`src/rtl/univ_shift_reg.sv`:
```
// WIDTH-bit universal register: hold / shift right / shift left / parallel load,
// with a saturating shift counter and Done flag. Define USR_ROTATE_EN to add the Rot input.
module univ_shift_reg #(
    parameter int unsigned           WIDTH     = 8,
    parameter logic [WIDTH-1:0]      RESET_VAL = '0,
    parameter int unsigned           CNTW      = $clog2(WIDTH + 1)
) (
    input  logic             Clk,
    input  logic             R,
    input  logic             En,
    input  logic [1:0]       Mode,
    input  logic [WIDTH-1:0] D,
    input  logic             DSR,
    input  logic             DSL,
`ifdef USR_ROTATE_EN
    input  logic             Rot,
`endif
    output logic [WIDTH-1:0] Q,
    output logic [WIDTH-1:0] Qn,
    output logic             SOR,
    output logic             SOL,
    output logic [CNTW-1:0]  Cnt,
    output logic             Done
);

    localparam logic [1:0] MODE_HOLD  = 2'b00;
    localparam logic [1:0] MODE_SHR   = 2'b01;
    localparam logic [1:0] MODE_SHL   = 2'b10;
    localparam logic [1:0] MODE_LOAD  = 2'b11;
    localparam logic [CNTW-1:0] CNT_FULL = CNTW'(WIDTH);

    logic [WIDTH-1:0] q_nxt;
    logic [CNTW-1:0]  cnt_nxt;
    logic             done_nxt;
    logic             fill_r;
    logic             fill_l;
    logic             shifting;

    // Serial fill bits; rotation recirculates the bit leaving the opposite end.
    always_comb begin
        fill_r = DSR;
        fill_l = DSL;
`ifdef USR_ROTATE_EN
        if (Rot) begin
            fill_r = Q[0];
            fill_l = Q[WIDTH-1];
        end
`endif
    end

    // Next-state logic for data, counter and Done.
    always_comb begin
        q_nxt    = Q;
        cnt_nxt  = Cnt;
        done_nxt = Done;
        shifting = 1'b0;
        if (En) begin
            case (Mode)
                MODE_SHR: begin
                    q_nxt    = {fill_r, Q[WIDTH-1:1]};
                    shifting = 1'b1;
                end
                MODE_SHL: begin
                    q_nxt    = {Q[WIDTH-2:0], fill_l};
                    shifting = 1'b1;
                end
                MODE_LOAD: begin
                    q_nxt    = D;
                    cnt_nxt  = '0;
                    done_nxt = 1'b0;
                end
                MODE_HOLD: ;
                default: ;
            endcase
        end
        // Counter saturates at WIDTH; Done rises on the same edge it gets there.
        if (shifting) begin
            if (Cnt < CNT_FULL) begin
                cnt_nxt = Cnt + CNTW'(1);
            end
            done_nxt = (cnt_nxt == CNT_FULL);
        end
    end

    always_ff @(posedge Clk or negedge R) begin
        if (!R) begin
            Q    <= RESET_VAL;
            Qn   <= ~RESET_VAL;
            Cnt  <= '0;
            Done <= 1'b0;
        end else begin
            Q    <= q_nxt;
            Qn   <= ~q_nxt;
            Cnt  <= cnt_nxt;
            Done <= done_nxt;
        end
    end

    assign SOR = Q[0];
    assign SOL = Q[WIDTH-1];

endmodule

```
`config.mk`:
```
export PLATFORM = sky130hd
export DESIGN_NAME = univ_shift_reg
export DESIGN_NICKNAME = d
export VERILOG_FILES = /design/src/rtl/univ_shift_reg.sv
export SDC_FILE = /design/constraint.sdc
export NUM_CORES = 1
export LEC_CHECK = 0
export BUFFER_PORTS_ARGS = -buffer_cell sky130_fd_sc_hd__buf_4
export CAP_MARGIN = 20
export CELL_PAD_IN_SITES_DETAIL_PLACEMENT = 0
export CELL_PAD_IN_SITES_GLOBAL_PLACEMENT = 1
export CORE_MARGIN = 2
export CORE_UTILIZATION = 24
export CTS_BUF_LIST = sky130_fd_sc_hd__clkbuf_8 sky130_fd_sc_hd__clkbuf_16
export CTS_CLUSTER_DIAMETER = 80
export DETAILED_ROUTE_END_ITERATION = 8
export PLACE_DENSITY_LB_ADDON = 0.1
export RECOVER_POWER = 25
export SKIP_LAST_GASP = 1
export SLEW_MARGIN = 20
export SYNTH_ARGS = -nofsm -noshare
export SYNTH_HDL_FRONTEND = slang
export SYNTH_SLANG_ARGS = --single-unit
```
`constraint.sdc`:
```
create_clock -name Clk -period 2.1 [get_ports Clk]
set_clock_uncertainty 0.05 [all_clocks]
set_input_delay 0.21 -clock Clk [delete_from_list [all_inputs] [get_ports Clk]]
set_output_delay 0.21 -clock Clk [all_outputs]
set_load 0.02 [all_outputs]
```
== Word-level counts from Yosys, hierarchy flattened ==
Cells that the tools add are included.

* Output and inout port bits: 23
* Bits in registers: 21

* Equality and inequality tests: 4
* Bitwise operators: 1
* Reduce and logical (&&, ||, !) cells: 4
* $add $sub $neg: 1
* Mux-type cells: 12
* Order comparisons: 1

{| class="wikitable"
|+ Operators by type and width
! operator !! number
|-
| $pmux 8 s3 || 1
|-
| $mux 4 || 5
|-
| $mux 8 || 1
|-
| $not 8->8 || 1
|-
| $mux 1 || 5
|-
| $add 4x1->4 const B || 1
|-
| $eq 2x2->1 const B || 2
|-
| $eq 4x4->1 const B || 1
|-
| $lt 4x4->1 const B || 1
|-
| $reduce_bool 2->1 || 2
|-
| $eq 2x1->1 const B || 1
|-
| $reduce_and 2->1 || 1
|-
| $reduce_or 2->1 || 1
|}

== Longest topological paths before layout ==
Gate-level depths: netlist of run 1.

* Depth after elaboration: 7
* Gate-level depth with buffers: 6

== Worst setup path before layout of run 1 ==
Ideal clock, no wire load.

* Kind: flip-flop to flip-flop
* From: register Cnt[0]
* To: register Done
* Setup time: 0.104 ns
* Arrival: 1.279 ns
* Cell stages (with the launch flop): 5
* Setup slack: 0.667 ns
* Data required time: 1.946 ns
* Clock period less this slack: 1.433 ns
* Path buffers: 0
* Cells stage by stage: dfrtp_1 -> ha_1 -> xnor2_1 -> o22ai_1 -> o41ai_2

* Cells in the longest elaborated chain, start to end: 6
* Elaborated cells between the ends (all ways): 8

{| class="wikitable"
|+ Ends and longest elaborated chain
! what !! RTL line !! text
|-
| start: declaration || 22 || <nowiki>output logic [CNTW-1:0] Cnt,</nowiki>
|-
| start signal: assignment || 94 || <nowiki>Cnt <= cnt_nxt;</nowiki>
|-
| branches (longest 2 deep; another with $add 4x1->4) || -- ||
|-
| $mux 4 (*) || 78 || <nowiki>if (Cnt < CNT_FULL) begin</nowiki>
|-
| $mux 4 (*) || 77 || <nowiki>if (shifting) begin</nowiki>
|-
| $eq 4x4->1 (*) || 81 || <nowiki>done_nxt = (cnt_nxt == CNT_FULL);</nowiki>
|-
| $mux 1 (*) || 77 ||
|-
| end signal: assignment || 95 || <nowiki>Done <= done_nxt;</nowiki>
|-
| end: declaration || 23 || <nowiki>output logic Done</nowiki>
|}

Mark *: on every way between the ends. The select of a mux whose other input is x is not followed.
A chain may end at the register's enable or synchronous reset.

==> results of run 1 <==
cells in the final DEF, fill, tap and decap left out, types with 2 or more instances in the layout:
cell | netlist | routed
a21oi_1 | 2 | 2
a222oi_1 | 8 | 8
a31oi_1 | 2 | 2
a32o_1 | 2 | 2
buf_4 | 2 | 36
clkbuf_8 | 0 | 3
dfrtp_1 | 13 | 13
dfstp_2 | 8 | 8
ha_1 | 6 | 6
inv_1 | 2 | 2
mux2i_1 | 2 | 2
nand2_1 | 12 | 12
nand2b_1 | 2 | 2
o21a_1 | 9 | 9
o21ai_0 | 7 | 7
o21ai_1 | 3 | 3
logic make-up (layout without fill, tap and decap cells):
group | count (synthesis) | count (layout) | synth area share
AO/OA/AOI/OAI | 35 | 35 | 0.2509
XOR/XNOR | 1 | 1 | 0.008365
adder cells (fa/ha/maj) | 6 | 6 | 0.07168
buffers and inverters | 11 | 44 | 0.05973
flip-flops | 21 | 21 | 0.5113
multiplexers | 2 | 2 | 0.01912
AND/OR/NAND/NOR | 18 | 18 | 0.07885
per-layer routing:
metal	wire length, µm	up-vias
met4	19	0
met2	1110	34
li1	-	414
met3	173	2
met1	1238	415
met5	0	-
power groups by stage:
stage	sequential [mW]	clock, mW	combinational, mW
after floorplan	0.660	0	0.237
after global routing	0.603	0.302	0.540
after global placement	0.593	0	0.503
after detailed placement	0.595	0	0.500
after CTS	0.587	0.286	0.502
final	0.589	0.265	0.495
worst min path at each step:
stage / start / endpoint / slack, ns
2_1_floorplan: R / Cnt[0] / -0.14
6_report: En / Cnt[3] / 0.18
5_1_grt: En / Cnt[3] / 0.20
3_5_place_dp: R / Done / 0.07
3_3_place_gp: R / Cnt[2] / 0.07
4_1_cts: En / Cnt[3] / 0.17
cell type report:
class,count,area (µm²),share of cell area
clock buffer,3,41.29,0.02976
clock inverter,1,5.005,0.003607
inverter,2,7.507,0.005410
multi-input combinational,62,449.2,0.3237
sequential,21,535.5,0.3859
tap,52,65.06,0.04689
timing repair buffer,38,284.0,0.2047
what timing repair did:
item                                   CTS  global route
resized for setup                        0             0
endpoints found under the hold margin   13             0
setup buffers                            0             0
hold buffers                             1             0
==> results.cfg, run 1 <==
[status]
status = finished, final reports clean

[yosys]
synth_flop_cell = dfrtp_1
netlist_area_um2 = 1047
yosys.cell_types.count = 26
yosysTopAreaCellShare = 0.3106
synth_area_leaders = dfrtp_1 (31%), dfstp_2 (20%), a222oi_1 (7.6%)
synth_edf_count = 0
synth_top_area_cell = dfrtp_1
ys_seq_elements = 21
syn_avg_cell_area_um2 = 11.14
synth_commonest_cells = dfrtp_1 (13), nand2_1 (12), o21a_1 (9)
syn_inst = 94
yosysMostFrequentCell = dfrtp_1
syn_nets = 115
async_flop_share = 1.000
yosysSeqAreaShare = 0.5114
yosysWarnings = 0

[clock_network]
cts_made_buffers = 3
htree_levels = 1
clk_latency_ns = 0.26
cts_tree = done
path_clk_slew_ns = 0.08
clockBufferDepth = 2
root_buffer = clkbuf_8
cts.sinks = 21

[place]
post_dp_cell_area_um2 = 1335
dp_cells = 174
pre_cts_ws_ns = 0.5004
place_congestion = 0.7418
port_buffers = 37
dp_hpwl_um = 1858

[floorplanning]
io_pins = 38
die_height_um = 70.06
core_um2 = 4264
placementRows = 24
die_area_um2 = 4908
die_x_um = 70.06
initial_utilization = 0.2456

[setup_path]
path_cells = dlygate4sd3_1 > clkbuf_1
cp-end-kind = async pin
critPathTopFamily = buffers and inverters
critPathLaunchType = input port
critPathBufInv = 2
cp_slowest_cell = clkbuf_1
worst-path-stages = 2
crit_type = input port to async pin
worst-r2r-setup-slack_ns = 0.63
crit_arrival_ns = 1.62
r2r_end = Done
r2r-start = Cnt[0]
max_stage_delay_ns = 0.88
cp.required_ns = 2.24
path_max_fanout = 21
crit_path_start = R
reg2regPathDepth = 4

[routing]
finalWirelength_um = 2541
viasPerCell = 4.832
drc = 0
dr.pass1.iters = 6
dr_total_vias = 865
antenna_left = 0
wl_per_cell_um = 14.20
drtIter0Drc = 101

[final_layout]
final_area_um2 = 1388
finish.utilization = 0.3254
fin_cells = 179
antenna_cells = 0
fillers = 443
syn2layout_area_growth_pct = 32.50
fin_nets = 149
drive_above_1_share = 0.3937

[power]
powerDensity_nw_per_um2 = 972.1
p_leak_nw = 0.6259
internal_power_uw = 858.0
switchingPower_uw = 490.8
p_comb_frac = 0.367
p_seq_frac = 0.436
power_switching_share = 0.3639
clkPwrFrac = 0.197
power.total_mw = 1.349
ir_worst_vdd_uv = 241.2

[sta]
whs_ns = 0.1792
tightest_slew_ns = 1.203
fin_crit_ns = 1.480
fmaxAchievable_mhz = 675.9
relSlewSlack = 0.1981
final_max_slew_viol_count = 0
fin_ws_ns = 0.6204
setup_violations = 0
period_share = 0.7046
setup_tns_ns = 0
finalHoldViolCount = 0
rsz0062_at_grt = no

[global_routing]
use_met2 = 0.1524
grt_util_met1 = 0.1600
grt_usage = 0.1069
grt_antenna_before_repair = 0
first_global_vias = 847
gr-usage-met3 = 0.02453
grt_pass1_wl_um = 4222
grt-ovfl-total = 0
top_usage_layer = met1
grt_max_degree = 25

[run]
drv_cap = 0

[min_path]
hold_path.class = input port to register
hold_depth = 2
No activity file was read; power rests on OpenSTA's default activity.
==> run 2, diff against run 1 <==
clock period = 1.2 ns   (was 2.1 ns; I/O delays follow)
==> run 2 against run 1 <==
The flow now finishes with violations (setup timing); first-iteration DRC count is 32% lower; power is 91% higher; final area is 7.8% higher; routed wire length is 13% higher; hold slack worse by 0.10 ns; sequential power is 77% higher; clock power is 78% higher; cell count is 4.5% higher; largest cell class unchanged; largest power group is now combinational logic; highest routed layer unchanged.
==> results.cfg, run 2 (same netlist as run 1, synthesis figures left out) <==
[status]
status = finished with violations
violations = setup timing

[setup_path]
crit_type = register to register
cp.required_ns = 1.32
reg2regPathDepth = 4
worst-r2r-setup-slack_ns = -0.07
crit_path_start = Cnt[1]
r2r_end = Done
critPathLaunchType = register
r2r-start = Cnt[1]
path_max_fanout = 2
crit_arrival_ns = 1.39
cp-end-kind = register

[global_routing]
grt_max_degree = 25
grt_usage = 0.1218
grt-ovfl-total = 0
grt_antenna_before_repair = 0
grt_pass1_wl_um = 4547
first_global_vias = 929

[clock_network]
clk_latency_ns = 0.27
clockBufferDepth = 2
cts_made_buffers = 3
path_clk_slew_ns = 0.08
cts.sinks = 21
htree_levels = 1
cts_tree = done
root_buffer = clkbuf_8

[routing]
finalWirelength_um = 2877
antenna_left = 0
drc = 0
dr_total_vias = 931
viasPerCell = 4.979
dr.pass1.iters = 4
drtIter0Drc = 69
wl_per_cell_um = 15.39

[final_layout]
antenna_cells = 0
fin_cells = 187
final_cell_mix = buf_4 (42), nand2_1 (12), dfrtp_1 (9), o21a_1 (9)
syn2layout_area_growth_pct = 42.77
fillers = 446
drive_above_1_share = 0.4815
finish.utilization = 0.3506
fin_nets = 157
final_common_cell = buf_4

[floorplanning]
core_um2 = 4264
die_area_um2 = 4908
io_pins = 38
placementRows = 24
die_height_um = 70.06
die_x_um = 70.06
initial_utilization = 0.2456

[place]
dp_cells = 180
place_congestion = 0.7484
port_buffers = 37
dp_hpwl_um = 2110
pre_cts_ws_ns = -0.2037

[run]
drv_cap = 0

[sta]
finalHoldViolCount = 0
rsz0062_at_grt = yes
whs_ns = 0.07676
fin_crit_ns = 1.272
fmaxAchievable_mhz = 786.4
fin_ws_ns = -0.07156
tightest_slew_ns = 0.5582
relSlewSlack = 0.6279
final_max_slew_viol_count = 0
setup_violations = 2
period_share = 1.060

[min_path]
hold_depth = 2
hold_path.class = input port to register
hold_start = En
hold_path_end = Cnt[3]

[power]
p_leak_nw = 0.6755
powerDensity_nw_per_um2 = 1723
power.total_mw = 2.577
ir_worst_vdd_uv = 474.7
==> run 2: critical path, stage by stage, from the launching register on <==
cell and delay [ns]:
dfrtp_2 0.43, ha_4 0.17, xnor2_2 0.13, o22ai_2 0.09, o41ai_2 0.31
==> run 2: power breakdown <==
part	total [mW]	internal (mW)	switching, mW
logic	1.07	0.536	0.532
clock network	0.473	0.229	0.244
registers	1.04	0.879	0.157
==> run 2: how the worst max path moves through the flow <==
stage                     endpoint  slack, ns  depth (start not counted)
after floorplan               Done      -0.11                          4
after global placement    register      -0.17                          4
after detailed placement      Done      -0.20                          5
after CTS                     Done      -0.09                          4
after global routing          Done      -0.13                          4
final                         Done      -0.07                          4
==> run 2: cell type report <==
type | instances | area (µm²) | area share
timing repair buffer | 46 | 361.6 | 0.2418
clock inverter | 1 | 3.754 | 0.002510
inverter | 2 | 7.507 | 0.005021
clock buffer | 3 | 41.29 | 0.02762
multi-input combinational | 62 | 475.5 | 0.3180
tap | 52 | 65.06 | 0.04351
sequential | 21 | 540.5 | 0.3615
==> run 2: repair_timing <==
item	CTS	global route
endpoints found under the setup margin	2	8
gates resized for setup	3	3
hold endpoints to repair	21	0
buffers inserted	0	2
pin swaps	1	1
hold buffers	1	0
==> run 2: stage by stage <==
stage,cell area [µm²],setup TNS [ns]
floorplan,1056,-0.2007
global placement,1399,-2.008
detailed placement,1399,-2.442
CTS,1478,-0.1258
global route,1495,-0.2140
finish,1495,-0.09955
==> run 2: routing by layer <==
metal	track usage	vias to the layer above	routed length (µm)
li1	-	428	-
met1	0.1413	471	1166
met3	0.03030	4	142
met5	0	-	0
met2	0.2053	28	1509
met4	0.06624	0	59
